### src/rtl/psum_normalizer.sv
// Joins two signed partial-sum vectors and streams each element scaled by 256/total.
// Latency: first beat registered two edges after the edge that completes the pair; COL beats follow.
// Backpressure: none; valids seen while summing or streaming are dropped.
//
// Ports:
//   clk, reset            single clock, synchronous active-high reset
//   s_valid_1 / psum_1    source-1 capture pulse and packed vector (element i = psum_1[i])
//   s_valid_2 / psum_2    source-2 capture pulse and packed vector
//   psum_norm_1/2         registered normalized elements of the current beat
//   norm_valid            high for exactly COL consecutive cycles per result
module psum_normalizer #(
    parameter int BW_PSUM = 16,
    parameter int COL     = 8,
    parameter int W_OUT   = BW_PSUM
) (
    input  logic                             clk,
    input  logic                             reset,
    input  logic                             s_valid_1,
    input  logic [COL-1:0][BW_PSUM-1:0]      psum_1,
    input  logic                             s_valid_2,
    input  logic [COL-1:0][BW_PSUM-1:0]      psum_2,
    output logic [W_OUT-1:0]                 psum_norm_1,
    output logic [W_OUT-1:0]                 psum_norm_2,
    output logic                             norm_valid
);

    // Total of 2*COL elements needs clog2(2*COL) guard bits.
    localparam int TW = BW_PSUM + $clog2(2 * COL);
    // Dividend is the element shifted left by 8 plus one sign bit.
    localparam int DW = BW_PSUM + 9;
    localparam int QW = (DW > TW) ? DW : TW;
    localparam int CW = $clog2(COL + 1);
    localparam int IW = (COL > 1) ? $clog2(COL) : 1;

    typedef enum logic [1:0] {
        COLLECT,
        SUM,
        OUT
    } state_t;

    state_t                         state;
    logic                           have_1;
    logic                           have_2;
    logic [COL-1:0][BW_PSUM-1:0]    vec_1;
    logic [COL-1:0][BW_PSUM-1:0]    vec_2;
    logic signed [TW-1:0]           total;
    logic [CW-1:0]                  cnt;
    logic signed [TW-1:0]           sum_c;
    logic [IW-1:0]                  idx;

    assign idx = cnt[IW-1:0];

    always_comb begin
        sum_c = '0;
        for (int i = 0; i < COL; i++) begin
            sum_c = sum_c + TW'($signed(vec_1[i])) + TW'($signed(vec_2[i]));
        end
    end

    // Signed (elem*256)/tot, truncating toward zero; a zero total yields zero
    // instead of dividing by zero.
    function automatic logic [W_OUT-1:0] norm_elem(
        input logic [BW_PSUM-1:0] e,
        input logic signed [TW-1:0] tot
    );
        logic signed [QW-1:0] num;
        logic signed [QW-1:0] den;
        logic signed [QW-1:0] quo;
        num = QW'($signed(e));
        num = num <<< 8;
        den = QW'(tot);
        if (tot == '0) begin
            quo = '0;
        end else begin
            quo = num / den;
        end
        return quo[W_OUT-1:0];
    endfunction

    always_ff @(posedge clk) begin
        if (reset) begin
            state       <= COLLECT;
            have_1      <= 1'b0;
            have_2      <= 1'b0;
            vec_1       <= '0;
            vec_2       <= '0;
            total       <= '0;
            cnt         <= '0;
            norm_valid  <= 1'b0;
            psum_norm_1 <= '0;
            psum_norm_2 <= '0;
        end else begin
            case (state)
                COLLECT: begin
                    if (s_valid_1) begin
                        vec_1  <= psum_1;
                        have_1 <= 1'b1;
                    end
                    if (s_valid_2) begin
                        vec_2  <= psum_2;
                        have_2 <= 1'b1;
                    end
                    if ((have_1 || s_valid_1) && (have_2 || s_valid_2)) begin
                        state <= SUM;
                    end
                end
                SUM: begin
                    total <= sum_c;
                    cnt   <= '0;
                    state <= OUT;
                end
                OUT: begin
                    // cnt == COL is the edge after the last beat: drop valid,
                    // keep the last data on the outputs.
                    if (cnt == CW'(COL)) begin
                        norm_valid <= 1'b0;
                        have_1     <= 1'b0;
                        have_2     <= 1'b0;
                        state      <= COLLECT;
                    end else begin
                        norm_valid  <= 1'b1;
                        psum_norm_1 <= norm_elem(vec_1[idx], total);
                        psum_norm_2 <= norm_elem(vec_2[idx], total);
                        cnt         <= cnt + CW'(1);
                    end
                end
                default: state <= COLLECT;
            endcase
        end
    end

endmodule

### config.mk
export PLATFORM = sky130hd
export DESIGN_NAME = psum_normalizer
export DESIGN_NICKNAME = d
export VERILOG_FILES = /design/src/rtl/psum_normalizer.sv
export SDC_FILE = /design/constraint.sdc
export NUM_CORES = 2
export LEC_CHECK = 0
export BUFFER_PORTS_ARGS = -buffer_cell sky130_fd_sc_hd__buf_2
export CAP_MARGIN = 40
export CORE_ASPECT_RATIO = 1.4
export CORE_MARGIN = 2
export CORE_UTILIZATION = 60
export DETAILED_ROUTE_END_ITERATION = 8
export PLACE_DENSITY_LB_ADDON = 0.12
export RECOVER_POWER = 100
export SETUP_SLACK_MARGIN = 0.2
export SLEW_MARGIN = 30
export SYNTH_ARGS = -nofsm -noshare
export SYNTH_HDL_FRONTEND = slang
export SYNTH_SLANG_ARGS = --single-unit
### constraint.sdc
create_clock -name clk -period 85.8 [get_ports clk]
set_input_delay 12.87 -clock clk [delete_from_list [all_inputs] [get_ports clk]]
set_output_delay 12.87 -clock clk [all_outputs]
set_load 0.005 [all_outputs]
==> results.md <==
* Max clock buf depth at 3
* CP max FO at 46
* Synth top area cells: ha_1, dfxtp_1, fa_1, nand2_1, a21oi_1
* Final WS setup at 13430 ps
* Post-Synthesis Cells at 7529
* DR WL/cell at 24.7 um
* First-pass GRT wire length at 332 mm
* Place WS at 21130 ps
* Max Cap Viol at 5
* Metal3 WL at 16.3 mm
* Yosys Warn Count at 0
* Max Clock Freq at 13.8 MHz
* Buf/Inv on CP at 18
* Worst Tran Pin Value at 5130 ps
* Postcts setup bufs at 0
* Yosys cell types at 105
* Ports at 293
* CP most frequent cell: ha_1
* Final Critical Period at 72370 ps
* Grt ovf at 0
* Post-Syn Area at 55900 sq um
* Nets at 8897
* Outcome: finished, violations left
* Final Max Slew Viols at 358
* Met2 wire length at 103 mm
* Routed Antenna Nets at 0
* Cts hold-fix bufs at 0
* Flops & latches, synth at 317
* Critical path endpoint category: flop
* Hold Vio Cnt, Final at 0
* Vias in the first global route at 58300
* Highest metal used: met5
* Tcrit/Tclk final at 84.3%
* CP delay by family, top: compound AO/OA/AOI/OAI gates
* Full die area at 95700 sq um
* Setup TNS at 0 ps
* Clock sinks at 317
* Cell Rows at 132
* Vias per cell at 6.63
* Die W at 262 um
* I/O Buffers at 292
* Largest net degree at the start of global routing at 116
* CTS root buf: clkbuf_16
* WP data arrival at 72800 ps
* Synth async-reset ratio at 0%
* Most frequent cells in the layout: nand2_1, a21oi_1, ha_1
* Placer Congestion at 1.07
* TritonCTS clock tree: yes
* DP Wirelength at 175 mm
* Initial antenna violation count at 4
* Worst-skew pair later-pin latency at 620 ps
* Met1 WL at 75.2 mm
* CP Class: flop to flop
* Area growth syn-to-layout at 7.87%
* Slowest Stage Delay on Critical Path at 2110 ps
* Crit path launch type: flop
* Layout cells sized above 1 at 9.56%
* DR DRC count at 0
* Hold Path Class: flop to flop
* Filler cells at 8335
* DRT Pass-1 Iters at 6
* RSZ-0062 raised after global routing: no
* Critical Path RT at 86230 ps
* Area leader, netlist: ha_1
* Initial DRC Count at 4923
* Top FF cell, synth: dfxtp_1
* Number of synthesized flops with an enable pin at 0
* Chip Height at 365 um
* Post-Route WL at 222 mm
* Post-CTS sizing at 0
* Gr usage total at 45.2%
* Failing checks: capacitance limit, slew limit
* Yosys top cell area share at 15.0%
* CORE AREA at 92500 sq um
* Total number of vias at 59400
* Skew final at 59.8 ps
* Max-slew headroom at -242%
* Clock transition at path regs at 70 ps
* Setup-failing EPs final at 0
* Initial core utilization at 60.5%
* Crit path max-delay cell type: clkbuf_1
* Syn_area_per_cell at 7.43 sq um
* Commonest non-fill, non-tap cell in the layout: nand2_1
* Share of the yosys chip area belonging to registers at 11.3%
* TritonCTS buffer count at 35
* H-tree depth at 2
worst register-to-register path: cells and delay by family (launching register included):
family	cells	cell delay [ps]
AND/OR/NAND/NOR	57	16750
XOR/XNOR	2	540
AO/OA/AOI/OAI	138	36150
multiplexers	3	1000
buffers and inverters	18	8840
adder cells (fa/ha/maj)	24	7960
flip-flops	1	990
synth_stat cells (38+ instances only):
master and instances:
a21o_1 245, nor2_1 556, nand4_1 78, nor2b_1 76, nand2_1 1119, o31ai_1 64, nand3_1 171, inv_1 422
nand2b_1 83, or3_1 63, nor3_1 180, xnor2_1 312, o21ai_0 363, fa_1 234, dfxtp_1 317, a211oi_1 64
o21bai_1 49, o21a_1 149, a21oi_1 760, a31oi_1 86, mux2_2 110, or2_2 46, o211ai_1 70, mux4_2 42
ha_1 670, buf_1 40, clkbuf_1 225, mux2i_1 95, xor2_1 176, and3_1 69, and2_1 38
state kept, by name, summed over array words and instances (netlist names):
| signal | flops |
|---|---|
| vec_1 | 128 |
| vec_2 | 128 |
| cnt | 4 |
| have_2 | 1 |
| psum_norm_1 | 16 |
| total | 20 |
| norm_valid | 1 |
| psum_norm_2 | 16 |
| have_1 | 1 |
| state | 2 |
path summary, 6_finish.rpt:
check                               startpoint               to  slack, ps  cells after the start
worst min-delay path            psum_norm_2[9]   psum_norm_2[9]        450                      2
worst max register to register          cnt[1]  psum_norm_2[13]      13430                    242
worst min register to register  psum_norm_2[9]   psum_norm_2[9]        450                      2
worst max-delay path                    cnt[1]  psum_norm_2[13]      13430                    242
final cells by class:
type,instances,area (sq um),share of cell area [%]
Inverter,424,1590,2.64
Timing Repair Buffer,431,2490,4.13
Clock inverter,16,155,0.257
Antenna cell,1,2.50,0.00415
Multi-Input combinational cell,6524,47200,78.3
Clock buffer,46,998,1.66
Tap cell,1206,1510,2.50
Sequential cell,317,6350,10.5
per-layer routing:
metal | GRT usage, % | vias up
li1 | - | 27500
met1 | 46.2 | 27700
met2 | 76.1 | 2953
met3 | 8.03 | 1241
met4 | 45.7 | 4
met5 | 0 | -
cell families (layout without fill, tap and decap cells):
group / after synthesis / count (layout) / synth area share (%)
AND/OR/NAND/NOR: 2610 / 2610 / 21.3
AO/OA/AOI/OAI: 2241 / 2241 / 25.8
adder cells (fa/ha/maj): 904 / 904 / 23.4
buffers and inverters: 718 / 917 / 4.90
XOR/XNOR: 488 / 488 / 7.64
flip-flops: 317 / 317 / 11.3
multiplexers: 249 / 249 / 5.67
other: 2 / 33 / 0.0134
per-stage QoR:
| stage | hold slack (ps) | utilization, % | cell area (sq um) | cells |
|---|---|---|---|---|
| after global placement | 433 | 63.7 | 59000 | 8868 |
| after CTS | 451 | 65.2 | 60300 | 8947 |
| after floorplan | 445 | - | 56000 | 7559 |
| final | 454 | 65.2 | 60300 | 8965 |
| after global routing | 491 | 65.2 | 60300 | 8964 |
| after detailed placement | 437 | 64.0 | 59200 | 8885 |
Power is left out: the tool's default activity adds up to more than one toggle a clock period on the data nets, which glitch-free logic cannot reach.
